## src/rtl/snake_ctrl.sv

```systemverilog
// snake_ctrl: snake game controller on a 32x24 grid of 20 px cells.
// Ports: clk, rst_n (async active-low); frame_tick, dir_in/dir_valid, restart,
// food_h/food_v, hpos/vpos in; new_food_flag, snake_loc, head_h/head_v,
// length, game_over out. Define SNAKE_WRAP_EN to make the grid edges wrap.
module snake_ctrl #(
    parameter int MAX_LEN  = 16,
    parameter int MOVE_DIV = 8
) (
    input  logic       clk,
    input  logic       rst_n,
    input  logic       frame_tick,
    input  logic [1:0] dir_in,
    input  logic       dir_valid,
    input  logic       restart,
    input  logic [4:0] food_h,
    input  logic [4:0] food_v,
    input  logic [9:0] hpos,
    input  logic [9:0] vpos,
    output logic       new_food_flag,
    output logic       snake_loc,
    output logic [4:0] head_h,
    output logic [4:0] head_v,
    output logic [5:0] length,
    output logic       game_over
);
    localparam int CW = $clog2(MOVE_DIV + 1);
    localparam logic [5:0] ML = 6'(MAX_LEN);
    typedef enum logic [1:0] {RUN, MOVE, DEAD} state_t;
    state_t state_q, state_d;
    logic [CW-1:0] step_q, step_d;
    logic [1:0] cur_dir_q, cur_dir_d, pend_q, pend_d;
    logic [4:0] seg_h_q [MAX_LEN];
    logic [4:0] seg_h_d [MAX_LEN];
    logic [4:0] seg_v_q [MAX_LEN];
    logic [4:0] seg_v_d [MAX_LEN];
    logic [5:0] len_q, len_d, lim;
    logic       go_q, go_d, nf_q, nf_d;
    logic [4:0] nh_h, nh_v;
    logic       off, wall, eat, hit;
    // Next head; off flags a step off the grid, nh holds the wrapped cell.
    always_comb begin
        nh_h = seg_h_q[0];
        nh_v = seg_v_q[0];
        off  = 1'b0;
        case (pend_q)
            2'd0: begin
                nh_v = (seg_v_q[0] == 5'd0) ? 5'd23 : seg_v_q[0] - 5'd1;
                off  = seg_v_q[0] == 5'd0;
            end
            2'd1: begin
                nh_h = seg_h_q[0] + 5'd1;
                off  = seg_h_q[0] == 5'd31;
            end
            2'd2: begin
                nh_v = (seg_v_q[0] == 5'd23) ? 5'd0 : seg_v_q[0] + 5'd1;
                off  = seg_v_q[0] == 5'd23;
            end
            default: begin
                nh_h = seg_h_q[0] - 5'd1;
                off  = seg_h_q[0] == 5'd0;
            end
        endcase
    end
`ifdef SNAKE_WRAP_EN
    assign wall = 1'b0;
`else
    assign wall = off;
`endif
    assign eat = (nh_h == food_h) && (nh_v == food_v);
    // The tail vacates its cell on a plain move, but stays put when growing.
    assign lim = (eat && len_q < ML) ? len_q : len_q - 6'd1;
    always_comb begin
        hit = 1'b0;
        for (int i = 0; i < MAX_LEN; i++)
            if (6'(i) < lim && seg_h_q[i] == nh_h && seg_v_q[i] == nh_v) hit = 1'b1;
    end
    always_comb begin
        snake_loc = 1'b0;
        for (int i = 0; i < MAX_LEN; i++)
            if (6'(i) < len_q
                && hpos > 10'(seg_h_q[i]) * 10'd20 && hpos < (10'(seg_h_q[i]) + 10'd1) * 10'd20
                && vpos > 10'(seg_v_q[i]) * 10'd20 && vpos < (10'(seg_v_q[i]) + 10'd1) * 10'd20)
                snake_loc = 1'b1;
    end
    always_comb begin
        state_d   = state_q;
        step_d    = step_q;
        cur_dir_d = cur_dir_q;
        pend_d    = pend_q;
        seg_h_d   = seg_h_q;
        seg_v_d   = seg_v_q;
        len_d     = len_q;
        go_d      = go_q;
        nf_d      = nf_q & ~frame_tick;
        // Reversing into the neck is ignored; opposite direction differs in bit 1.
        if (dir_valid && state_q != DEAD && dir_in != (cur_dir_q ^ 2'd2)) pend_d = dir_in;
        case (state_q)
            RUN: begin
                if (frame_tick) begin
                    if (step_q == CW'(MOVE_DIV - 1)) begin
                        step_d  = '0;
                        state_d = MOVE;
                    end else begin
                        step_d = step_q + 1'b1;
                    end
                end
            end
            MOVE: begin
                cur_dir_d = pend_q;
                if (wall || hit) begin
                    go_d    = 1'b1;
                    state_d = DEAD;
                end else begin
                    state_d = RUN;
                    for (int i = MAX_LEN - 1; i > 0; i--) begin
                        seg_h_d[i] = seg_h_q[i-1];
                        seg_v_d[i] = seg_v_q[i-1];
                    end
                    seg_h_d[0] = nh_h;
                    seg_v_d[0] = nh_v;
                    if (eat) begin
                        len_d = (len_q < ML) ? len_q + 6'd1 : len_q;
                        nf_d  = 1'b1;
                    end
                end
            end
            default: begin
                if (restart) begin
                    state_d   = RUN;
                    step_d    = '0;
                    cur_dir_d = 2'd1;
                    pend_d    = 2'd1;
                    len_d     = 6'd3;
                    go_d      = 1'b0;
                    nf_d      = 1'b0;
                    for (int i = 0; i < MAX_LEN; i++) begin
                        seg_h_d[i] = 5'(16 - i);
                        seg_v_d[i] = 5'd12;
                    end
                end
            end
        endcase
    end
    always_ff @(posedge clk or negedge rst_n) begin
        if (!rst_n) begin
            state_q   <= RUN;
            step_q    <= '0;
            cur_dir_q <= 2'd1;
            pend_q    <= 2'd1;
            len_q     <= 6'd3;
            go_q      <= 1'b0;
            nf_q      <= 1'b0;
            for (int i = 0; i < MAX_LEN; i++) begin
                seg_h_q[i] <= 5'(16 - i);
                seg_v_q[i] <= 5'd12;
            end
        end else begin
            state_q   <= state_d;
            step_q    <= step_d;
            cur_dir_q <= cur_dir_d;
            pend_q    <= pend_d;
            len_q     <= len_d;
            go_q      <= go_d;
            nf_q      <= nf_d;
            seg_h_q   <= seg_h_d;
            seg_v_q   <= seg_v_d;
        end
    end
    assign head_h        = seg_h_q[0];
    assign head_v        = seg_v_q[0];
    assign length        = len_q;
    assign game_over     = go_q;
    assign new_food_flag = nf_q;
endmodule

```

## config.mk

```make
export PLATFORM = sky130hd
export DESIGN_NAME = snake_ctrl
export DESIGN_NICKNAME = d
export VERILOG_FILES = /design/src/rtl/snake_ctrl.sv
export SDC_FILE = /design/constraint.sdc
export NUM_CORES = 2
export LEC_CHECK = 0
export CORE_MARGIN = 2
export CORE_UTILIZATION = 40
export CTS_CLUSTER_SIZE = 25
export DETAILED_ROUTE_END_ITERATION = 16
export GPL_TIMING_DRIVEN = 0
export PLACE_DENSITY = 0.59
export SLEW_MARGIN = 15
export SYNTH_ARGS = -nofsm -noshare
export SYNTH_HDL_FRONTEND = slang
export SYNTH_SLANG_ARGS = --single-unit
```

## constraint.sdc

```tcl
create_clock -name clk -period 10.99 [get_ports clk]
set_input_delay 2.198 -clock clk [delete_from_list [all_inputs] [get_ports clk]]
set_output_delay 2.198 -clock clk [all_outputs]
set_load 0.05 [all_outputs]
```

==> impl_metrics.env <==
export IMPL_ys_types=86
export IMPL_ys_seq_area_share_pct=12.65
export IMPL_synth_most_common_cell="ha_1"
export IMPL_peakVddDrop_mv=0.1247
export IMPL_syn2layout_area_growth_pct=8.046
export IMPL_dieArea_sq_mm=0.09218
export IMPL_clock_latency_ns=0.53
export IMPL_netlist_top_cell_by_area="ha_1"
export IMPL_crit_required_ns=8.79
export IMPL_synthSimpleGateAreaFrac_pct=13.39
export IMPL_drc=0
export IMPL_antenna_found_initial=1
export IMPL_post_cts_setup_buffers=0
export IMPL_htree_levels=4
export IMPL_cts_sinks=178
export IMPL_die_h_um=303.6
export IMPL_worstMarginPinSlew_ns=1.128
export IMPL_status="finished clean"
export IMPL_drtAntennaViolNets=0
export IMPL_hold_viol=0
export IMPL_cp_end_kind="output pin"
export IMPL_cp_arrival_ns=7.63
export IMPL_std_cell_rows=109
export IMPL_min_period_ns=9.829
export IMPL_yosysTopAreaCellShare_pct=34.95
export IMPL_grt_pass1_vias=28846
export IMPL_routedWlPerCell_um=21.55
export IMPL_p_leak_nw=20.04
export IMPL_core_area_sq_mm=0.08865
export IMPL_die_x_um=303.6
export IMPL_hold_path_class="reg -> reg"
export IMPL_gr_total_overflow=0
export IMPL_num_nets_final=5295
export IMPL_cts_buffers=17
export IMPL_fin_skew_ns=0.02382
export IMPL_power_w=0.009024
export IMPL_grt_max_degree=91
export IMPL_synth_fa_ha_area_share_pct=38.57
export IMPL_async_flop_share_pct=100.0
export IMPL_synth_area_sq_mm=0.03591
export IMPL_drt_iter0_markers=2193
export IMPL_post_cts_resized=0
export IMPL_synth_top_family_by_area="adder cells"
export IMPL_grt_pass1_wl_um=178400
export IMPL_ys_ff_latch=178
export IMPL_dr_pass1_iters=6
export IMPL_cp_max_fo=10
export IMPL_synthFlopType="dfrtp_1"
export IMPL_synth_cells=4102
export IMPL_fin_crit_sh_pct=89.44
export IMPL_cts_tree="done"
export IMPL_startpoint_type="flip-flop"
export IMPL_diodes=0
export IMPL_grt_setup_unrepaired="no"
export IMPL_crit_type="reg -> out"
export IMPL_clock_path_buffers=2
export IMPL_initial_core_util_pct=40.51
export IMPL_place_gp_congestion=0.9490
export IMPL_clock_fmax_mhz=101.7
export IMPL_fillers=8738
export IMPL_drive_above_1_share_pct=4.806
export IMPL_pin_count=56
export IMPL_synthTopCellsByArea="ha_1 35%, dfrtp_1 7.6%, xnor2_1 5.7%"
export IMPL_track_usage_pct=25.12
export IMPL_clk_pin_slew_worst_paths_ns=0.09
export IMPL_io_buffers=55
export IMPL_syn_area_per_cell_sq_um=8.754
export IMPL_multi_input_area_sq_mm=0.02875
export IMPL_hold_buffers=0
export IMPL_via_count=29626
export IMPL_synth_top_cells_by_count="1003 x ha_1, 532 x inv_1, 234 x xnor2_1"
export IMPL_yosys_warnings=0
export IMPL_cts_root_buf="clkbuf_16"
export IMPL_synthMuxAreaShare_pct=4.565
export IMPL_syn_nets=5207
export IMPL_slew_violations=0
export IMPL_synth_compound_area_share_pct=12.53
export IMPL_synth_edf_count=0
export IMPL_drt_wl_total_um=115700
export IMPL_power_density_mw_per_mm2=232.6
export IMPL_slew_headroom_pct=24.81
export IMPL_setup_viol=0
export IMPL_vias_per_cell=5.519
export IMPL_synth_xor_area_share_pct=10.99
export IMPL_maxCapViolCount=0
export IMPL_dp_hpwl_um=92210
export IMPL_seq_area_sq_mm=0.004541
export IMPL_utilization_pct=43.76
[critical path: stages (launching register included)]
cell and delay (ns):
dfrtp_1 0.60, clkbuf_1 0.61, buf_1 0.68, inv_1 0.41, nor3_1 0.38, xnor2_1 0.21, ha_1 0.28, ha_1 0.21
inv_1 0.07, fa_1 0.21, inv_1 0.06, a21o_1 0.18, a21oi_1 0.17, xor2_1 0.29, ha_1 0.30, a211o_1 0.26
a21oi_1 0.11, o21ai_0 0.11, nor3_1 0.21, o221ai_1 0.14, nor3_1 0.24, nor4_1 0.14, nand3_1 0.36, clkdlybuf4s50_1 0.87
[report_power, final]
group	internal, W	switching (W)
logic	0.00295	0.00408
registers	0.000905	0.000377
clock network	0.000360	0.000350
[placed cells by master (no fill, tap or decap), drive strengths merged, types with 7 or more instances in the layout]
cell,netlist,final
fa,65,65
or3,7,7
a21o,102,102
o211ai,11,11
nand4,48,48
a21oi,210,210
o21ai,138,138
nor4,25,25
nand2b,91,91
o2111ai,9,9
or4,9,9
nand3,108,108
xor2,201,201
nor2b,131,131
a31oi,14,14
buf,46,75
nor2,121,121
inv,533,542
a211o,12,12
clkbuf,75,93
nand4b,35,35
and3,15,15
dfrtp,109,109
ha,1003,1003
nor3,105,105
a2111oi,8,8
a211oi,17,17
clkdlybuf4s50,0,40
dfstp,69,69
o21a,118,118
mux2i,157,157
xnor2,234,234
o221ai,14,14
nand2,172,172
[per-stage QoR]
step / TNS [ns] / instances / cell area (sq um) / hold slack [ns] / setup WS (ns)
final: 0 / 5368 / 38800 / 0.5062 / 1.161
after global routing: 0 / 5368 / 38800 / 0.5352 / 0.8475
after CTS: 0 / 5368 / 38800 / 0.5112 / 1.314
after detailed placement: 0 / 5336 / 38170 / 0.4782 / 1.653
after global placement: -79.45 / 5322 / 37920 / 0.4658 / -0.7654
after floorplan: 0 / 4102 / 35910 / 0.4822 / 3.625
[path summary, 6_finish.rpt]
| path | from | to | slack (ns) | depth (start not counted) |
|---|---|---|---|---|
| min | new_food_flag | new_food_flag | 0.51 | 1 |
| max in group asynchronous | rst_n | seg_v_q[63] | 8.37 | 3 |
| min in group asynchronous | rst_n | seg_h_q[23] | 1.47 | 1 |
| max reg2reg | pend_q[0] | seg_h_q[23] | 4.35 | 19 |
| min reg2reg | new_food_flag | new_food_flag | 0.51 | 1 |
| max | head_h[1] | snake_loc | 1.16 | 23 |
[per-layer routing]
metal  wire [um]  track usage (%)
met2       50280            39.40
met4        3891            8.469
met1       55030            35.55
met3        6442            3.039
met5          13                0
[area by class of cell]
cell class                 instances  share of cell area (%)
clock inverter                    14                  0.4644
sequential                       178                   11.70
buffer                           121                   1.596
inverter                         534                   5.167
tap                             1165                   3.757
multi-input combinational       3269                   74.09
timing repair buffer              69                   2.058
clock buffer                      18                   1.161
[state kept, by name, summed over array words and instances (netlist names)]
name           flops
cur_dir_q          2
game_over          1
head_h             5
head_v             5
length             6
new_food_flag      1
pend_q             2
seg_h_q           75
seg_v_q           75
state_q            2
step_q             4
[cells by family after synthesis]
group | Yosys count
fa+ha+maj | 1068
simple gates | 895
buf+inv | 655
xor+xnor | 441
flops | 178
compound gates | 702
mux | 163
Power figures use the tool's default switching activity.
